<file path="config.mk">
export PLATFORM = sky130hd
export DESIGN_NAME = mem_port_arbiter
export DESIGN_NICKNAME = d
export VERILOG_FILES = /design/src/rtl/mem_port_arbiter.sv
export SDC_FILE = /design/constraint.sdc
export NUM_CORES = 1
export LEC_CHECK = 0
export BUFFER_PORTS_ARGS = -buffer_cell sky130_fd_sc_hd__buf_2
export CORE_ASPECT_RATIO = 1.25
export CORE_UTILIZATION = 47
export DETAILED_ROUTE_END_ITERATION = 6
export PLACE_DENSITY = 0.85
export SYNTH_ARGS = -nofsm -noshare
export SYNTH_HDL_FRONTEND = slang
export SYNTH_SLANG_ARGS = --single-unit
</file>
<file path="constraint.sdc">
create_clock -name clock -period 2.55 [get_ports clock]
set_clock_uncertainty 0.2 [all_clocks]
set_input_delay 0.255 -clock clock [delete_from_list [all_inputs] [get_ports clock]]
set_output_delay 0.255 -clock clock [all_outputs]
set_load 0.05 [all_outputs]
</file>
<file path="src/rtl/mem_port_arbiter.sv">
// Arbiter sharing one single-ported memory between instruction fetch and the data port.
// Data has priority; a streak counter forces fetch through, and a timeout aborts stuck requests.
module mem_port_arbiter #(
    parameter int MAX_D_STREAK = 4,
    parameter int TIMEOUT      = 64
) (
    input  logic        clock,
    input  logic        reset,
    input  logic        f_req,
    input  logic [31:0] f_addr,
    output logic        f_ready,
    output logic [31:0] f_rdata,
    input  logic        d_req,
    input  logic        d_rw,
    input  logic [31:0] d_addr,
    input  logic [31:0] d_wdata,
    input  logic [1:0]  d_size,
    output logic        d_ready,
    output logic [31:0] d_rdata,
    output logic        m_valid,
    output logic        m_rw,
    output logic [31:0] m_addr,
    output logic [31:0] m_wdata,
    output logic [1:0]  m_size,
    input  logic        m_ack,
    input  logic [31:0] m_rdata,
    output logic        busy,
    output logic        owner,
    output logic        err
);
    localparam int SW = $clog2(MAX_D_STREAK + 1);
    localparam int TW = $clog2(TIMEOUT + 1);
    localparam logic [SW-1:0] STREAK_MAX = SW'(MAX_D_STREAK);
    localparam logic [TW-1:0] TCNT_LAST  = TW'(TIMEOUT - 1);

    typedef enum logic [1:0] {IDLE, BUSY_F, BUSY_D} state_t;

    state_t        r_state, w_state_nxt;
    logic [SW-1:0] r_streak, w_streak_nxt;
    logic [TW-1:0] r_tcnt, w_tcnt_nxt;
    logic          r_m_valid, w_m_valid_nxt;
    logic          r_m_rw, w_m_rw_nxt;
    logic [31:0]   r_m_addr, w_m_addr_nxt;
    logic [31:0]   r_m_wdata, w_m_wdata_nxt;
    logic [1:0]    r_m_size, w_m_size_nxt;
    logic          r_f_ready, w_f_ready_nxt;
    logic          r_d_ready, w_d_ready_nxt;
    logic [31:0]   r_f_rdata, w_f_rdata_nxt;
    logic [31:0]   r_d_rdata, w_d_rdata_nxt;
    logic          r_owner, w_owner_nxt;
    logic          r_err, w_err_nxt;

    // A port whose ready pulse is showing is still holding its old request; keep it out of this grant.
    logic w_f_elig, w_d_elig, w_grant_d, w_grant_f;
    assign w_f_elig  = f_req & ~r_f_ready;
    assign w_d_elig  = d_req & ~r_d_ready;
    assign w_grant_d = w_d_elig & ~(w_f_elig & (r_streak == STREAK_MAX));
    assign w_grant_f = w_f_elig & ~w_grant_d;

    always_comb begin
        w_state_nxt   = r_state;
        w_streak_nxt  = r_streak;
        w_tcnt_nxt    = r_tcnt;
        w_m_valid_nxt = r_m_valid;
        w_m_rw_nxt    = r_m_rw;
        w_m_addr_nxt  = r_m_addr;
        w_m_wdata_nxt = r_m_wdata;
        w_m_size_nxt  = r_m_size;
        w_f_ready_nxt = 1'b0;
        w_d_ready_nxt = 1'b0;
        w_f_rdata_nxt = r_f_rdata;
        w_d_rdata_nxt = r_d_rdata;
        w_owner_nxt   = r_owner;
        w_err_nxt     = r_err;
        case (r_state)
            IDLE: begin
                if (w_grant_d) begin
                    w_state_nxt   = BUSY_D;
                    w_m_valid_nxt = 1'b1;
                    w_m_rw_nxt    = d_rw;
                    w_m_addr_nxt  = d_addr;
                    w_m_wdata_nxt = d_wdata;
                    w_m_size_nxt  = d_size;
                    w_owner_nxt   = 1'b1;
                    w_tcnt_nxt    = '0;
                    if (!f_req)
                        w_streak_nxt = '0;
                    else if (r_streak != STREAK_MAX)
                        w_streak_nxt = r_streak + SW'(1);
                end else if (w_grant_f) begin
                    w_state_nxt   = BUSY_F;
                    w_m_valid_nxt = 1'b1;
                    w_m_rw_nxt    = 1'b0;
                    w_m_addr_nxt  = f_addr;
                    w_m_wdata_nxt = '0;
                    w_m_size_nxt  = 2'd2;
                    w_owner_nxt   = 1'b0;
                    w_tcnt_nxt    = '0;
                    w_streak_nxt  = '0;
                end
            end
            BUSY_F, BUSY_D: begin
                // An ack arriving on the expiry cycle wins over the abort.
                if (m_ack || (r_tcnt == TCNT_LAST)) begin
                    w_state_nxt   = IDLE;
                    w_m_valid_nxt = 1'b0;
                    w_tcnt_nxt    = '0;
                    if (r_state == BUSY_F) w_f_ready_nxt = 1'b1;
                    else                   w_d_ready_nxt = 1'b1;
                    if (!m_ack) begin
                        w_err_nxt = 1'b1;
                        if (r_state == BUSY_F) w_f_rdata_nxt = '0;
                        else                   w_d_rdata_nxt = '0;
                    end else if (r_state == BUSY_F) begin
                        w_f_rdata_nxt = m_rdata;
                    end else if (!r_m_rw) begin
                        w_d_rdata_nxt = m_rdata;
                    end
                end else begin
                    w_tcnt_nxt = r_tcnt + TW'(1);
                end
            end
            default: w_state_nxt = IDLE;
        endcase
    end

    always_ff @(posedge clock or negedge reset) begin
        if (!reset) begin
            r_state   <= IDLE;
            r_streak  <= '0;
            r_tcnt    <= '0;
            r_m_valid <= 1'b0;
            r_m_rw    <= 1'b0;
            r_m_addr  <= '0;
            r_m_wdata <= '0;
            r_m_size  <= '0;
            r_f_ready <= 1'b0;
            r_d_ready <= 1'b0;
            r_f_rdata <= '0;
            r_d_rdata <= '0;
            r_owner   <= 1'b0;
            r_err     <= 1'b0;
        end else begin
            r_state   <= w_state_nxt;
            r_streak  <= w_streak_nxt;
            r_tcnt    <= w_tcnt_nxt;
            r_m_valid <= w_m_valid_nxt;
            r_m_rw    <= w_m_rw_nxt;
            r_m_addr  <= w_m_addr_nxt;
            r_m_wdata <= w_m_wdata_nxt;
            r_m_size  <= w_m_size_nxt;
            r_f_ready <= w_f_ready_nxt;
            r_d_ready <= w_d_ready_nxt;
            r_f_rdata <= w_f_rdata_nxt;
            r_d_rdata <= w_d_rdata_nxt;
            r_owner   <= w_owner_nxt;
            r_err     <= w_err_nxt;
        end
    end

    assign busy    = (r_state != IDLE);
    assign owner   = r_owner;
    assign err     = r_err;
    assign m_valid = r_m_valid;
    assign m_rw    = r_m_rw;
    assign m_addr  = r_m_addr;
    assign m_wdata = r_m_wdata;
    assign m_size  = r_m_size;
    assign f_ready = r_f_ready;
    assign d_ready = r_d_ready;
    assign f_rdata = r_f_rdata;
    assign d_rdata = r_d_rdata;
endmodule

</file>
After elaboration in Yosys (flattened, before gate mapping)

Index checks and enable logic that the tools add are counted.

Latch bits: 0
Memories kept: 0
Bits in registers: 148
Memory bits (writable): 0
Word-level logic and storage cells: 88
Input port bits: 136
ROM bits: 0

$lt $le $gt $ge: 0
Mux-type cells: 38
Reduce and logical (&&, ||, !) cells: 14
Add/subtract/negate cells: 2
Shift operators: 0
Equality and inequality tests: 9
Div/mod/pow operators: 0
Bitwise logic cells: 11
Multipliers: 0

Operator list:

| kind                                                                     | count |
|---|---|
| 32-bit two-way mux                                                       | 11 |
| 7-bit two-way mux                                                        | 3 |
| 7-bit one-hot mux with 2 select lines                                    | 1 |
| 1-bit two-way mux                                                        | 12 |
| 3-bit two-way mux                                                        | 4 |
| 3-bit AND reduction                                                      | 4 |
| 2-bit two-way mux                                                        | 5 |
| 7-bit by 1-bit adder with 7-bit output (second input constant)           | 1 |
| 7-bit by 6-bit == test with 1-bit output (second input constant)         | 1 |
| 3-bit inequality test (second input constant)                            | 2 |
| 1-bit inverter                                                           | 6 |
| 2-bit AND reduction                                                      | 3 |
| 2-bit nonzero test                                                       | 3 |
| 1-bit bitwise AND                                                        | 5 |
| 2-bit inequality test (second input constant)                            | 2 |
| 2-bit one-hot mux with 2 select lines                                    | 1 |
| 4-bit AND reduction                                                      | 1 |
| 3-bit by 1-bit adder with 3-bit output (second input constant)           | 1 |
| 3-bit == test (second input constant)                                    | 1 |
| 3-bit by 2-bit inequality test with 1-bit output (second input constant) | 1 |
| 2-bit by 1-bit == test with 1-bit output (second input constant)         | 1 |
| 2-bit == test (second input constant)                                    | 1 |
| 2-bit zero test                                                          | 1 |
| 1-bit one-hot mux with 2 select lines                                    | 1 |
| 2 further kinds                                                          | 2 |

Depth between registers and ports, before layout

Depth after elaboration: 10
Mapped depth: 8
Gate-level depth less buffers: 6

Least setup slack after synthesis

Ideal clock, no wire load.

Kind: register to register
From: reg r_state[0]
To: reg r_m_addr[22], in the netlist m_addr[22]
Clock period less this slack: 2.058 ns
Setup time: 0.130 ns
Required time: 2.220 ns
Stages on the path, launching flop included: 9
Data arrival time: 1.728 ns
Path slack: 0.492 ns
Path through: dfrtp_1 -> inv_1 -> ha_1 -> buf_2 -> inv_1 -> a21oi_1 -> buf_2 -> buf_2 -> a31oi_1

Longest elaborated chain between the ends: 2

RTL lines:

| element                       | line | text |
|---|---|---|
| start, declared               | 38   | `state_t r_state, w_state_nxt;` |
| start signal, assigned        | 144  | `r_state <= w_state_nxt;` |
| 2-bit zero test               | 75   | `case (r_state)` |
| 2-bit AND reduction (no line) | -    |  |
| end signal, assigned          | 149  | `r_m_addr <= w_m_addr_nxt;` |
| end, declared                 | 43   | `logic [31:0] r_m_addr, w_m_addr_nxt;` |

No other way between the ends.
A chain may end at the register's enable or synchronous reset.

Final worst setup path

From: reg r_state[1]
To: reg r_m_addr[17], in the netlist m_addr[17]

The elaborated chain is that of the path after synthesis.

==> impl_metrics.ini <==
[outcome]
status = finished clean

[layout]
fillers = 764
mostFrequentLayoutCell = buf_2
seq_area_um2 = 3700
fin_nets = 1078
layout-drive-gt1-share_pct = 35.4
fin_util_pct = 76.4
stdcell_count = 1118
layout_common_cells = buf_2 (271), dfrtp_1 (148), dlygate4sd3_1 (133), a22o_1 (132), nand2_1 (79)
multi_input_area_um2 = 2240
area_growth_pct = 58.3
antenna_cells = 0

[clock_network]
clkSinkCount = 148
htree_levels = 4
clockRootBuffer = clkbuf_16
clkLatencyLatePin_ns = 0.41
cts_tree = yes
cts_buffers = 17
clockBufferDepth = 2
cts.clk_slew.worst_paths_ns = 0.06

[timing]
timing.fmax_mhz = 408
worstMarginPinSlew_ns = 0.734
setup_ws_ns = 0.100
setup_viol = 0
whs_ns = 0.0881
slew_viol_final = 0
hold_viol_final = 0
final.min_clock_period_ns = 2.45
min_period_over_period_pct = 96.1
slew_headroom_pct = 51.0

[placement]
dp_cells = 947
gp_congestion = 0.809
pre_cts_ws_ns = -0.128
portBuffers = 272
hpwl_um = 11600

[setup_path]
critical_path.cell_chain = inv_1, ha_2, inv_1, a21oi_4, buf_4, buf_12, nor2_1, a31oi_1, dlygate4sd3_1
cp_max_fo = 16
cp-end-kind = flip-flop
cpPeakStageDelay_ns = 0.60
crit_type = reg2reg
cp.arrival_ns = 2.59
required_ns = 2.69
crit_slowest_cell = dlygate4sd3_1
start_kind = flip-flop
crit_top_cell = inv_1

[yosys]
synth.avg_cell_area_um2 = 11.4
ys_async_sr_fraction_pct = 100
synth.distinct_cells = 40
synthesis.nets = 677
synth_edf_count = 0
synth_ff_type = dfrtp_1
syn_area_um2 = 6140
synth_seq_cells = 148
synthCells = 536
yosysWarnings = 0
synth-seq-area-share_pct = 60.3

[floorplanning]
num_rows = 46
die_h_um = 130
pin_count = 273
die_x_um = 104
initial_core_util_pct = 48.2
design.die.area_um2 = 13500
coreArea_um2 = 12700

[global_routing]
grt_pass1_vias = 6217
grt_max_degree = 65
grt_remaining_overflow = 0
antenna_found_initial = 0
grt_use_total_pct = 31.7
grt_pass1_wl_um = 32800

[power_and_ir_drop]
power.total_mw = 15.7
p_per_area_nw_per_um2 = 1620
p_leak_nw = 4.82
vdd_drop_max_v = 0.00108

[routing]
dr.pass1.iters = 5
first_iter_violations = 583
drc = 0
wirelength_um = 22000
wl_per_cell_um = 19.6
ant_nets = 0
via_per_inst = 5.66
vias = 6328

[min_path]
hold_class = in2reg

[job]
maxCapViolCount = 0
==> flip-flops by register name (all words and copies together) (netlist names), 2 cells and up <==
name / flops
d_rdata: 32
f_rdata: 32
m_addr: 32
m_size: 2
m_wdata: 32
r_state: 2
r_streak: 3
r_tcnt: 7
==> cell type report <==
class	count	share of cell area (%)
clock inverters	14	1.51
clock buffers	18	4.42
well taps	168	2.16
repair buffers	425	30.3
multi-input cells	336	23.1
inverters	9	0.348
flip-flops and latches	148	38.1
==> power breakdown <==
group          switching [mW]  leakage [nW]  internal, mW
Clock                    1.05         0.261          1.37
Combinational            6.29          2.75          2.80
Sequential              0.769          1.81          3.47
==> metrics by stage <==
stage	cell area [um2]	setup TNS (ns)
finish	9710	0
global route	9710	-0.0265
CTS	9590	0
detailed placement	7680	-2.85
global placement	7680	0
floorplan	6140	0
==> cell usage after synthesis (2+ instances only) <==
| master | count | area, um2 |
|---|---|---|
| clkbuf_1 | 20 | 75.1 |
| nor2_1 | 37 | 139 |
| ha_1 | 5 | 62.6 |
| inv_1 | 9 | 33.8 |
| nand3_1 | 2 | 10.0 |
| buf_2 | 21 | 105 |
| a22o_1 | 132 | 1160 |
| nand4_1 | 3 | 18.8 |
| nor3_1 | 4 | 20.0 |
| nand2_1 | 79 | 297 |
| o21ai_2 | 2 | 17.5 |
| nor2b_1 | 5 | 31.3 |
| a31oi_1 | 32 | 200 |
| o21ai_1 | 2 | 10.0 |
| o21ai_0 | 5 | 25.0 |
| a21oi_1 | 5 | 25.0 |
| dfrtp_1 | 148 | 3700 |
| nand2b_1 | 3 | 18.8 |
==> worst paths after layout <==
path | slack [ns] | cells past startpoint | endpoint | startpoint
max reg2reg | 0.10 | 9 | m_addr[17]$_DFFE_PN0P_ | r_state[1]$_DFFE_PN0P_
min in group asynchronous | 0.17 | 2 | f_rdata[11]$_DFFE_PN0P_ | reset
min reg2reg | 0.27 | 2 | err$_DFFE_PN0P_ | err$_DFFE_PN0P_
max | 0.10 | 9 | m_addr[17]$_DFFE_PN0P_ | r_state[1]$_DFFE_PN0P_
max in group asynchronous | 1.30 | 3 | m_addr[10]$_DFFE_PN0P_ | reset
min | 0.09 | 3 | m_valid$_DFFE_PN0P_ | m_ack
==> kinds of logic (layout without fill, tap and decap cells) <==
family | Yosys count | in the layout | share of synthesized area, %
AO/OA/AOI/OAI | 191 | 191 | 25.2
adder cells (fa/ha/maj) | 5 | 5 | 1.02
buffers and inverters | 52 | 466 | 3.75
AND/OR/NAND/NOR | 138 | 138 | 9.34
flip-flops | 148 | 148 | 60.3
multiplexers | 2 | 2 | 0.347
==> per-layer routing <==
layer	global-route usage [%]	wire length (um)	vias to the layer above
li1	-	-	2782
met1	37.2	8200	3044
met2	53.1	10800	416
met3	9.34	1940	86
met4	17.2	1070	0
met5	0	0	-
==> worst max-delay path, delay by kind of cell, from the launching register on <==
kind / cells / cell delay [ns]
buf+inv: 5 / 1.14
flops: 1 / 0.39
compound gates: 2 / 0.32
fa+ha+maj: 1 / 0.27
simple gates: 1 / 0.06
==> timing repair <==
action	4_1_cts	5_1_grt
hold buffers	133	0
gates cloned	0	2
endpoints found under the setup margin	31	21
buffers inserted	0	4
gates resized for setup	1	9
endpoints found under the hold margin	185	0
pin swaps	0	0
No activity file was read; power rests on OpenSTA's default activity.
